--- src/rtl/write_addr_gen_c.sv ---
// Write-back address generator: turns skewed per-column result valids from a
// systolic array into per-bank write enables and sequential buffer addresses.
module write_addr_gen_c #(
    parameter int ADDR_WIDTH        = 16,
    parameter int ARRAY_N           = 8,
    parameter int LEN_WIDTH         = 16,
    parameter int CONCAT_ADDR_WIDTH = ADDR_WIDTH * ARRAY_N
) (
    input  logic                         clk,
    input  logic                         reset,
    input  logic                         start,
    input  logic [ADDR_WIDTH-1:0]        base_addr,
    input  logic [LEN_WIDTH-1:0]         length,
    input  logic [$clog2(ARRAY_N):0]     num_cols,
    input  logic [ARRAY_N-1:0]           in_valid,
    output logic [CONCAT_ADDR_WIDTH-1:0] wr_addr,
    output logic [ARRAY_N-1:0]           wr_en,
    output logic                         busy,
    output logic                         done,
    output logic                         err_overflow
);

    localparam int unsigned NCW = $clog2(ARRAY_N) + 1;

    typedef enum logic [1:0] {
        IDLE = 2'd0,
        RUN  = 2'd1,
        DONE = 2'd2
    } state_t;

    state_t                         state_q, state_d;
    logic [ADDR_WIDTH-1:0]          base_q, base_d;
    logic [LEN_WIDTH-1:0]           len_q, len_d;
    logic [NCW-1:0]                 ncols_q, ncols_d;
    logic [LEN_WIDTH-1:0]           cnt_q [ARRAY_N];
    logic [LEN_WIDTH-1:0]           cnt_d [ARRAY_N];
    logic [ARRAY_N-1:0]             wr_en_q, wr_en_d;
    logic [CONCAT_ADDR_WIDTH-1:0]   wr_addr_q, wr_addr_d;
    logic                           busy_q, busy_d;
    logic                           done_q, done_d;
    logic                           err_q, err_d;
    logic                           all_done;

    // Next-state, per-lane write acceptance and address computation
    always_comb begin
        state_d   = state_q;
        base_d    = base_q;
        len_d     = len_q;
        ncols_d   = ncols_q;
        cnt_d     = cnt_q;
        wr_en_d   = '0;
        wr_addr_d = wr_addr_q;
        err_d     = err_q;
        all_done  = 1'b1;

        case (state_q)
            IDLE: begin
                if (start) begin
                    base_d = base_addr;
                    len_d  = length;
                    // Zero or oversize column counts mean "use the full array"
                    if (num_cols == '0 || num_cols > NCW'(ARRAY_N)) begin
                        ncols_d = NCW'(ARRAY_N);
                    end else begin
                        ncols_d = num_cols;
                    end
                    for (int n = 0; n < ARRAY_N; n++) begin
                        cnt_d[n] = '0;
                    end
                    err_d   = 1'b0;
                    state_d = (length != '0) ? RUN : DONE;
                end
            end
            RUN: begin
                for (int n = 0; n < ARRAY_N; n++) begin
                    // Completion is judged on counts before this cycle's writes,
                    // so done trails the final wr_en by one cycle.
                    if (NCW'(n) < ncols_q && cnt_q[n] != len_q) begin
                        all_done = 1'b0;
                    end
                    if (in_valid[n]) begin
                        if (NCW'(n) < ncols_q && cnt_q[n] < len_q) begin
                            wr_en_d[n] = 1'b1;
                            wr_addr_d[n*ADDR_WIDTH +: ADDR_WIDTH] =
                                base_q + ADDR_WIDTH'(cnt_q[n]);
                            cnt_d[n] = cnt_q[n] + LEN_WIDTH'(1);
                        end else begin
                            err_d = 1'b1;
                        end
                    end
                end
                if (all_done) begin
                    state_d = DONE;
                end
            end
            DONE: begin
                state_d = IDLE;
            end
            default: begin
                state_d = IDLE;
            end
        endcase

        busy_d = (state_d != IDLE);
        done_d = (state_d == DONE);
    end

    // State and output registers with synchronous reset
    always_ff @(posedge clk) begin
        if (reset) begin
            state_q   <= IDLE;
            base_q    <= '0;
            len_q     <= '0;
            ncols_q   <= '0;
            for (int n = 0; n < ARRAY_N; n++) begin
                cnt_q[n] <= '0;
            end
            wr_en_q   <= '0;
            wr_addr_q <= '0;
            busy_q    <= 1'b0;
            done_q    <= 1'b0;
            err_q     <= 1'b0;
        end else begin
            state_q   <= state_d;
            base_q    <= base_d;
            len_q     <= len_d;
            ncols_q   <= ncols_d;
            for (int n = 0; n < ARRAY_N; n++) begin
                cnt_q[n] <= cnt_d[n];
            end
            wr_en_q   <= wr_en_d;
            wr_addr_q <= wr_addr_d;
            busy_q    <= busy_d;
            done_q    <= done_d;
            err_q     <= err_d;
        end
    end

    assign wr_addr      = wr_addr_q;
    assign wr_en        = wr_en_q;
    assign busy         = busy_q;
    assign done         = done_q;
    assign err_overflow = err_q;

endmodule

--- config.mk ---
export PLATFORM = sky130hd
export DESIGN_NAME = write_addr_gen_c
export DESIGN_NICKNAME = d
export VERILOG_FILES = /design/src/rtl/write_addr_gen_c.sv
export SDC_FILE = /design/constraint.sdc
export NUM_CORES = 1
export LEC_CHECK = 0
export CAP_MARGIN = 20
export CORE_UTILIZATION = 35
export DETAILED_ROUTE_END_ITERATION = 8
export HOLD_SLACK_MARGIN = 0.12
export SYNTH_ARGS = -nofsm -noshare
export SYNTH_HDL_FRONTEND = slang
export SYNTH_SLANG_ARGS = --single-unit
--- constraint.sdc ---
create_clock -name clk -period 8 [get_ports clk]
set_clock_uncertainty 0.05 [all_clocks]
set_input_delay 0.8 -clock clk [delete_from_list [all_inputs] [get_ports clk]]
set_output_delay 0.8 -clock clk [all_outputs]
set_load 0.005 [all_outputs]
==> impl_metrics.tcl <==
set metrics [dict create \
    min_path_type "reg -> reg" \
    final_cell_mix "dfxtp_1 (305), ha_1 (256), nand2_1 (255), a21oi_1 (214), clkdlybuf4s50_1 (184)" \
    required_ns 8.43 \
    die_x_um 248 \
    drc 22 \
    synth_edf_count 0 \
    layout_setup_ws_ns 4.44 \
    routed_wl_mm 71.2 \
    yosysUniqueCellTypes 70 \
    io_buffers 185 \
    drive_gt1_share_pct 4.81 \
    ios 186 \
    critPathMaxStageDelay_ns 0.61 \
    gp_congestion 0.873 \
    vias_per_cell 5.80 \
    crit_top_cell "a21o_1" \
    die_h_um 248 \
    synth_area_leader_cell "dfxtp_1" \
    overflow 0 \
    clk_path_buf_depth 3 \
    async_reset_ff_share_pct 0 \
    ctsResizeCount 0 \
    endpoint_kind "flip-flop" \
    place_ws_ns 4.12 \
    cp_max_fo 27 \
    routedWlPerCell_um 20.4 \
    critPathLaunch "len_q[13]" \
    finalHoldViolCount 0 \
    fill_cells 5890 \
    start_kind "flip-flop" \
    cts_setup_buffers 0 \
    core-area_sq_mm 0.0594 \
    synth-seq-cells 305 \
    finalSetupViolCount 0 \
    synth_area_leaders "dfxtp_1 (29%), ha_1 (15%), mux2i_1 (6.2%), a21oi_1 (5.1%), nand2_1 (4.6%)" \
    grt_usage_pct 22.7 \
    grt_antenna_before_repair 2 \
    period_minus_slack_ns 3.56 \
    start_util_pct 35.6 \
    vias 20300 \
    grt_start_max_net_pins 96 \
    path_class "reg -> reg" \
    synthToLayoutAreaGrowth_pct 18.8 \
    cts-hold-fix-buffers 0 \
    synth_fp_nets 2857 \
    syn_avg_cell_area_sq_um 8.31 \
    synth.cell_area_sq_mm 0.0211 \
    first_global_vias 19200 \
    dieArea_sq_mm 0.0614 \
    dp_hpwl_mm 49.3 \
    tritoncts "done" \
    crit_path_top_delay_cell "or4_1" \
    p_per_area_mw_per_mm2 168 \
    worstMarginPinSlew_ns 1.16 \
    dr.pass1.iters 8 \
    nNetsFinal 3002 \
    ys.warnings.count 0 \
    max_cap_violations 0 \
    clockRootBuffer "clkbuf_16" \
    antenna_left 0 \
    clock-sinks 305 \
    drt_iter0_drc 1558 \
    grt_pass1_wl_mm 108 \
    yosys.area.top_type_share_pct 28.9 \
    setup_tns_ns 0 \
    netlist_instances 2546 \
    rows 89 \
    finalCritPeriodShare_pct 44.6 \
    r2r_start "len_q[13]" \
    outcome "complete, but fails checks" \
    layout_commonest_cell "dfxtp_1" \
    path_clk_slew_ns 0.06 \
    violations "DRC" \
    ir_worst_vdd_v 0.000117 \
    cts_buffers 39 \
    p_leak_nw 10.2 \
    max_freq_ghz 0.281 \
    slew_violations 0 \
    synth_ff_type "dfxtp_1" \
    crit_chain "inv_1, ha_1, a21o_1, a21o_1, a221o_1, or2_0, o31a_1, or4_1, a21oi_1" \
    rsz0062_at_grt "no" \
    slew_headroom_pct 22.9 \
    rrSetupSlack_ns 4.44 \
    critPathArrivalTime_ns 3.99 \
    min_from "wr_addr[37]" \
    ys_seq_area_share_pct 28.9 \
    htree_levels 2 \
    clk_latency_ns 0.58 \
]
worst max-delay path, delay by kind of cell (launching register included):
kind	cells	cell delay (ns)
flip-flops	1	0.30
AO/OA/AOI/OAI	5	1.44
adder cells (fa/ha/maj)	1	0.36
buffers and inverters	1	0.47
AND/OR/NAND/NOR	2	0.86
cell usage after synthesis (all sizes together) (6+ instances only):
cell and n:
nand2b 12, clkbuf 98, or4 28, mux2i 130, a31oi 22, a211oi 23
nand2 257, xnor2 74, inv 91, and4 13, nor2 134, a311oi 9
nand3 107, a21oi 214, o31a 12, a21o 59, a41oi 6, nor2b 22
buf 13, nand3b 9, a21boi 6, o21ai 98, nor3 68, or2 25
o21bai 8, nand4 52, nor4b 13, and2 13, and3 31, dfxtp 305
a2111oi 7, fa 8, a2111o 10, o21a 43, ha 256, a211o 6
o2111ai 12, xor2 19, or3 89, o31ai 40, nor4 56
flip-flops by register name (all words and copies together) (netlist names):
signal        cells
cnt_q           128
wr_addr         128
base_q           16
len_q            16
wr_en             8
ncols_q           4
state_q           2
busy              1
done              1
err_overflow      1
stage by stage:
step | hold WS [ns] | utilization [%] | power, W | area (sq um) | instances
after floorplan | 0.386 | - | 0.00212 | 21100 | 2546
after global placement | 0.394 | 40.1 | 0.00241 | 23800 | 3421
after detailed placement | 0.397 | 40.1 | 0.00243 | 23800 | 3422
after CTS | 0.404 | 42.3 | 0.00426 | 25100 | 3493
after global routing | 0.422 | 42.3 | 0.00440 | 25100 | 3494
final | 0.402 | 42.3 | 0.00423 | 25100 | 3495
cell type report:
type / count / area, sq um / area share [%]
antenna: 1 / 2.50 / 0.00996
timing repair buffer: 215 / 2100 / 8.34
sequential: 305 / 6110 / 24.3
tap: 773 / 967 / 3.85
clock inverter: 16 / 178 / 0.707
inverter: 91 / 342 / 1.36
clock buffer: 55 / 1130 / 4.49
multi-input combinational: 2039 / 14300 / 56.9
per-layer routing:
layer / vias to the layer above / track usage, % / share of wire, %
li1: 9781 / - / -
met1: 9571 / 30.4 / 45
met2: 729 / 34.8 / 43
met3: 172 / 4.14 / 7.8
met4: 4 / 11.2 / 4.6
met5: - / 0.318 / 0.048
cells by family (layout without fill, tap and decap cells):
kind of cell             Yosys count  count (layout)  share of synthesized area, %
flip-flops                       305             305                          28.9
AO/OA/AOI/OAI                    613             613                          18.8
multiplexers                     130             130                          6.15
AND/OR/NAND/NOR                  939             939                          22.8
buffers and inverters            202             377                          3.67
XOR/XNOR                          93              93                          3.85
other                              0               1                             0
adder cells (fa/ha/maj)          264             264                          15.9
power by group:
part           internal [W]  switching (W)  total (W)  leakage [nW]
Clock               0.00108       0.000730    0.00181         0.637
Sequential          0.00155      0.0000550    0.00161          2.46
Combinational      0.000276       0.000533   0.000809          7.05
Total               0.00291        0.00132    0.00423          10.2
path summary, 6_finish.rpt:
| path | cells past startpoint | end |
|---|---|---|
| setup reg to reg | 9 | cnt_q[25] |
| hold / removal | 2 | wr_addr[37] |
| setup / recovery | 9 | cnt_q[25] |
| hold reg to reg | 2 | wr_addr[37] |
(Power assumes the default switching activity.)
